**src/rtl/rx_packet_buffer.sv**
```systemverilog
// Receive-side byte buffer: PID capture, two-byte CRC holdoff pipeline and a
// 64-entry first-word-fall-through FIFO feeding the host-side reader.
module rx_packet_buffer #(
    parameter int DEPTH = 64
) (
    input  logic       clk,
    input  logic       n_rst,
    input  logic [7:0] p_out,
    input  logic       load_buf,
    input  logic       w_enable,
    input  logic       store_pid,
    input  logic       flush,
    input  logic       r_error,
    input  logic       get_rx_data,
    output logic [7:0] old_2_byte,
    output logic [7:0] new_2_byte,
    output logic       done_2,
    output logic       done_64,
    output logic [3:0] rx_pid,
    output logic [7:0] rx_data,
    output logic [6:0] buffer_occupancy,
    output logic       rx_empty,
    output logic       rx_error
);

    localparam logic [6:0] FULL_LEVEL = 7'(DEPTH);

    logic [7:0] mem_r [0:63];
    logic [5:0] wptr_r;
    logic [5:0] rptr_r;
    logic [6:0] occ_r;
    logic [1:0] hold_cnt_r;
    logic [7:0] old_byte_r;
    logic [7:0] new_byte_r;
    logic       done_2_r;
    logic       done_64_r;
    logic [3:0] pid_r;
    logic       empty_r;
    logic       error_r;

    logic       wr_en_s;
    logic       rd_en_s;
    logic [6:0] occ_next_s;

    // Accept/drop decisions use the occupancy held before this edge; flush masks both.
    always_comb begin
        wr_en_s    = 1'b0;
        rd_en_s    = 1'b0;
        occ_next_s = occ_r;
        if (flush) begin
            occ_next_s = 7'd0;
        end else begin
            wr_en_s = w_enable && (occ_r != FULL_LEVEL);
            rd_en_s = get_rx_data && (occ_r != 7'd0);
            if (wr_en_s && !rd_en_s) begin
                occ_next_s = occ_r + 7'd1;
            end else if (!wr_en_s && rd_en_s) begin
                occ_next_s = occ_r - 7'd1;
            end else begin
                occ_next_s = occ_r;
            end
        end
    end

    // Storage array; intentionally not cleared by reset or flush.
    always_ff @(posedge clk) begin
        if (n_rst && wr_en_s) begin
            mem_r[wptr_r] <= old_byte_r;
        end
    end

    // Control state: pointers, occupancy flags, holdoff pipeline, PID and sticky error.
    always_ff @(posedge clk or negedge n_rst) begin
        if (!n_rst) begin
            wptr_r     <= 6'd0;
            rptr_r     <= 6'd0;
            occ_r      <= 7'd0;
            hold_cnt_r <= 2'd0;
            old_byte_r <= 8'h00;
            new_byte_r <= 8'h00;
            done_2_r   <= 1'b0;
            done_64_r  <= 1'b0;
            pid_r      <= 4'h0;
            empty_r    <= 1'b1;
            error_r    <= 1'b0;
        end else if (flush) begin
            wptr_r     <= 6'd0;
            rptr_r     <= 6'd0;
            occ_r      <= 7'd0;
            hold_cnt_r <= 2'd0;
            old_byte_r <= 8'h00;
            new_byte_r <= 8'h00;
            done_2_r   <= 1'b0;
            done_64_r  <= 1'b0;
            pid_r      <= 4'h0;
            empty_r    <= 1'b1;
            error_r    <= 1'b0;
        end else begin
            if (wr_en_s) begin
                wptr_r <= wptr_r + 6'd1;
            end
            if (rd_en_s) begin
                rptr_r <= rptr_r + 6'd1;
            end
            occ_r     <= occ_next_s;
            done_64_r <= (occ_next_s == FULL_LEVEL);
            empty_r   <= (occ_next_s == 7'd0);

            // done_2 follows the saturating count: two loads fill the pipeline.
            if (load_buf) begin
                old_byte_r <= new_byte_r;
                new_byte_r <= p_out;
                done_2_r   <= (hold_cnt_r != 2'd0);
                if (hold_cnt_r != 2'd2) begin
                    hold_cnt_r <= hold_cnt_r + 2'd1;
                end
            end
            if (store_pid) begin
                pid_r <= p_out[3:0];
            end
            if (r_error) begin
                error_r <= 1'b1;
            end
        end
    end

    assign old_2_byte       = old_byte_r;
    assign new_2_byte       = new_byte_r;
    assign done_2           = done_2_r;
    assign done_64          = done_64_r;
    assign rx_pid           = pid_r;
    assign buffer_occupancy = occ_r;
    assign rx_empty         = empty_r;
    assign rx_error         = error_r;
    assign rx_data          = empty_r ? 8'h00 : mem_r[rptr_r];

endmodule

```
**config.mk**
```make
export PLATFORM = sky130hd
export DESIGN_NAME = rx_packet_buffer
export DESIGN_NICKNAME = d
export VERILOG_FILES = /design/src/rtl/rx_packet_buffer.sv
export SDC_FILE = /design/constraint.sdc
export NUM_CORES = 1
export LEC_CHECK = 0
export CAP_MARGIN = 25
export CORE_AREA = 3 3 171 339
export DETAILED_ROUTE_END_ITERATION = 10
export DIE_AREA = 0 0 174 342
export PLACE_DENSITY = 0.64
export SYNTH_ARGS = -nofsm -noshare
export SYNTH_HDL_FRONTEND = slang
export SYNTH_SLANG_ARGS = --single-unit
```
**constraint.sdc**
```tcl
create_clock -name clk -period 5.45 [get_ports clk]
set_input_delay 1.3625 -clock clk [delete_from_list [all_inputs] [get_ports clk]]
set_output_delay 1.3625 -clock clk [all_outputs]
set_load 0.02 [all_outputs]
```
==> impl_metrics.ini <==
[placement]
place_area_um2 = 23690
routabilityCongestion = 0.8256
place_hpwl_mm = 34.47
place.port_buffers = 54

[route]
drt_iter0_markers = 1096
vias = 10930
viasPerCell = 5.496
drcViolationCount = 0
first_pass_iters = 5
wl_per_cell_um = 26.06
ant_nets = 0
wl_mm = 51.80

[worst_setup_path]
cp_max_fo = 28
worstPathRequired_ns = 4.09
worstPathCellList = buf_12 -> buf_4 -> mux4_2 -> a22oi_1 -> nand2_1 -> a22oi_1 -> a21oi_1 -> clkdlybuf4s50_1
critical_path_class = reg -> out
critPathLaunchType = flip-flop
end_kind = primary output
critPathMaxStageDelay_ns = 0.82
critPathMostFrequentCell = a22oi_1
crit_slowest_cell = dfrtp_4
cp.arrival_ns = 3.86

[pwr]
netSwitchingFraction = 0.2631
p_sw_w = 0.002662
p_int_w = 0.007456
p_per_area_nw_per_um2 = 402.5
power_frac_seq = 0.481
combPwrFrac = 0.199
pwr-share-clk = 0.320
max-vdd-ir-drop_uv = 323.1
cellLeakagePower_nw = 7.761

[cts]
cts-buffers-inserted = 47
postCtsHoldBufs = 0
cts_tree = done
cts_sinks = 557
cts_setup_buffers = 0
clockBufferDepth = 3
clock_latency_ns = 0.59
root_buffer = clkbuf_16
clk_pin_slew_ns = 0.07
htreeDepth = 2
ctsResizeCount = 0

[timing]
finalCritPeriodShare = 0.9577
clock_skew_ns = 0.02328
tns_ns = 0
worst_pin_slew_ns = 0.9698
finalSetupViolCount = 0
final-max-slew-violation-count = 0
rsz0062_at_grt = no
slew_headroom = 0.3511
hold_violations = 0
hold_ws_ns = 0.5117
period_needed_ns = 5.220
max_freq_mhz = 191.6

[floorplanning]
die_w_um = 174
fp.dieH_um = 342
die-area_um2 = 59510
io_pins = 55
core.rowCount = 122
start_util = 0.3972
core-area_um2 = 55560

[yosys]
synth_edf_count = 512
syn_area_per_cell_um2 = 19.74
synth_seq_cells = 557
synth_area_um2 = 22070
synthFlopType = edfxtp_1
yosysTopAreaCellShare = 0.6967
netlist_instances = 1118
synthTopCellsByArea = edfxtp_1 70%, mux4_2 14%, dfrtp_1 5.0%
yosys.area.top_type = edfxtp_1
ys_types = 54
syn_nets = 1141
async_flop_share = 0.08079
yosysSeqAreaShare = 0.7478
yosysWarnings = 0

[final_layout]
post-route-util = 0.4524
syn2layout_area_growth_pct = 13.90
finalInstanceArea_um2 = 25140
regArea_um2 = 16520
nets = 1230
multi_input_area_um2 = 5254
layout_common_cells = 512 x edfxtp_1, 139 x mux4_2, 115 x nor2_1, 53 x clkdlybuf4s50_1, 50 x a22oi_1
fill_cells = 4730
final_layout_size_suffix_gt1_frac = 0.2174
final_common_cell = edfxtp_1

[status]
status = finished, final reports clean

[grt]
grt_pass1_wl_mm = 77.72
grt_use_total = 0.1758
antenna_found_initial = 1
first_global_vias = 11680
grt-ovfl-total = 0
grt_max_degree = 67

[hold_path]
hold_class = reg -> reg

[job]
maxCapViolCount = 0
routing by layer:
metal	share of wire	up-vias	GRT usage	routed length [µm]
met5	0	-	0	0
met4	0.048	0	0.07064	2497
met3	0.040	106	0.01730	2077
met2	0.55	347	0.3345	28720
met1	0.36	5759	0.2006	18510
li1	-	4715	-	-
state kept, by name (all words and copies together) (netlist names):
register          count
hold_cnt_r            2
mem_r               512
rx_pid                4
rptr_r                6
rx_error              1
done_2                1
new_2_byte            8
wptr_r                6
buffer_occupancy      7
done_64               1
old_2_byte            8
rx_empty              1
layout make-up:
type / count / share of cell area
sequential: 557 / 0.6572
antenna: 2 / 0.0001991
clock inverter: 21 / 0.007715
inverter: 6 / 0.0008960
multi-input combinational: 491 / 0.2090
tap: 744 / 0.03703
timing repair buffer: 104 / 0.03838
clock buffer: 63 / 0.04958
worst paths after layout:
kind | slack [ns] | start | endpoint | cells past startpoint
worst max-delay path | 0.23 | rptr_r[0] | rx_data[0] | 8
worst min-delay path | 0.51 | rx_error | rx_error | 2
worst max register to register | 2.04 | buffer_occupancy[0] | mem_r[13][1] | 6
worst min register to register | 0.51 | rx_error | rx_error | 2
max in group asynchronous | 3.89 | n_rst | rptr_r[1] | 2
min in group asynchronous | 0.68 | n_rst | rptr_r[0] | 1
logic make-up (layout without fill, tap and decap cells):
family,count (synthesis),in the layout,synth area share
other cells,0,2,0
mux,167,167,0.1547
xor+xnor,14,14,0.005556
buf+inv,70,194,0.01417
compound gates,94,94,0.03011
fa+ha+maj,7,7,0.003969
flops,557,557,0.7478
simple gates,209,209,0.04371
power groups by stage:
stage	sequential [W]	combinational [W]	clock, W
2_1_floorplan	0.00488	0.00145	0
3_3_place_gp	0.00496	0.00202	0
3_5_place_dp	0.00496	0.00204	0
4_1_cts	0.00487	0.00205	0.00330
5_1_grt	0.00488	0.00216	0.00347
6_report	0.00487	0.00201	0.00324
through the flow:
| stage | power [W] | std cells | setup slack [ns] |
|---|---|---|---|
| 2_1_floorplan | 0.006334 | 1118 | 1.894 |
| 6_report | 0.01012 | 1988 | 0.2305 |
| 5_1_grt | 0.01050 | 1986 | 0.02648 |
| 3_3_place_gp | 0.006982 | 1901 | 0.7400 |
| 4_1_cts | 0.01022 | 1986 | 0.1137 |
| 3_5_place_dp | 0.007001 | 1902 | 0.7357 |
worst max-delay path, delay by kind of cell (launching register included):
family          cells  cell delay (ns)
mux                 1             0.52
simple gates        1             0.10
flops               1             0.82
buf+inv             3             1.07
compound gates      3             0.74
cells in the mapped netlist (3+ instances only):
library cell / count
buf_2: 17
nor2b_1: 7
mux2_2: 3
xnor2_1: 5
mux2i_1: 25
buf_1: 7
o21ai_0: 6
dfrtp_1: 44
and2_1: 5
nor2_1: 115
edfxtp_1: 512
ha_1: 7
nor3b_1: 4
a21oi_1: 14
clkbuf_1: 34
nand3_1: 7
buf_6: 3
xor2_1: 9
nand4_1: 3
nor3_1: 3
a22oi_1: 50
nand2_1: 40
nand3b_1: 6
inv_1: 6
o31ai_1: 6
mux4_2: 139
Power figures use the tool's default switching activity.
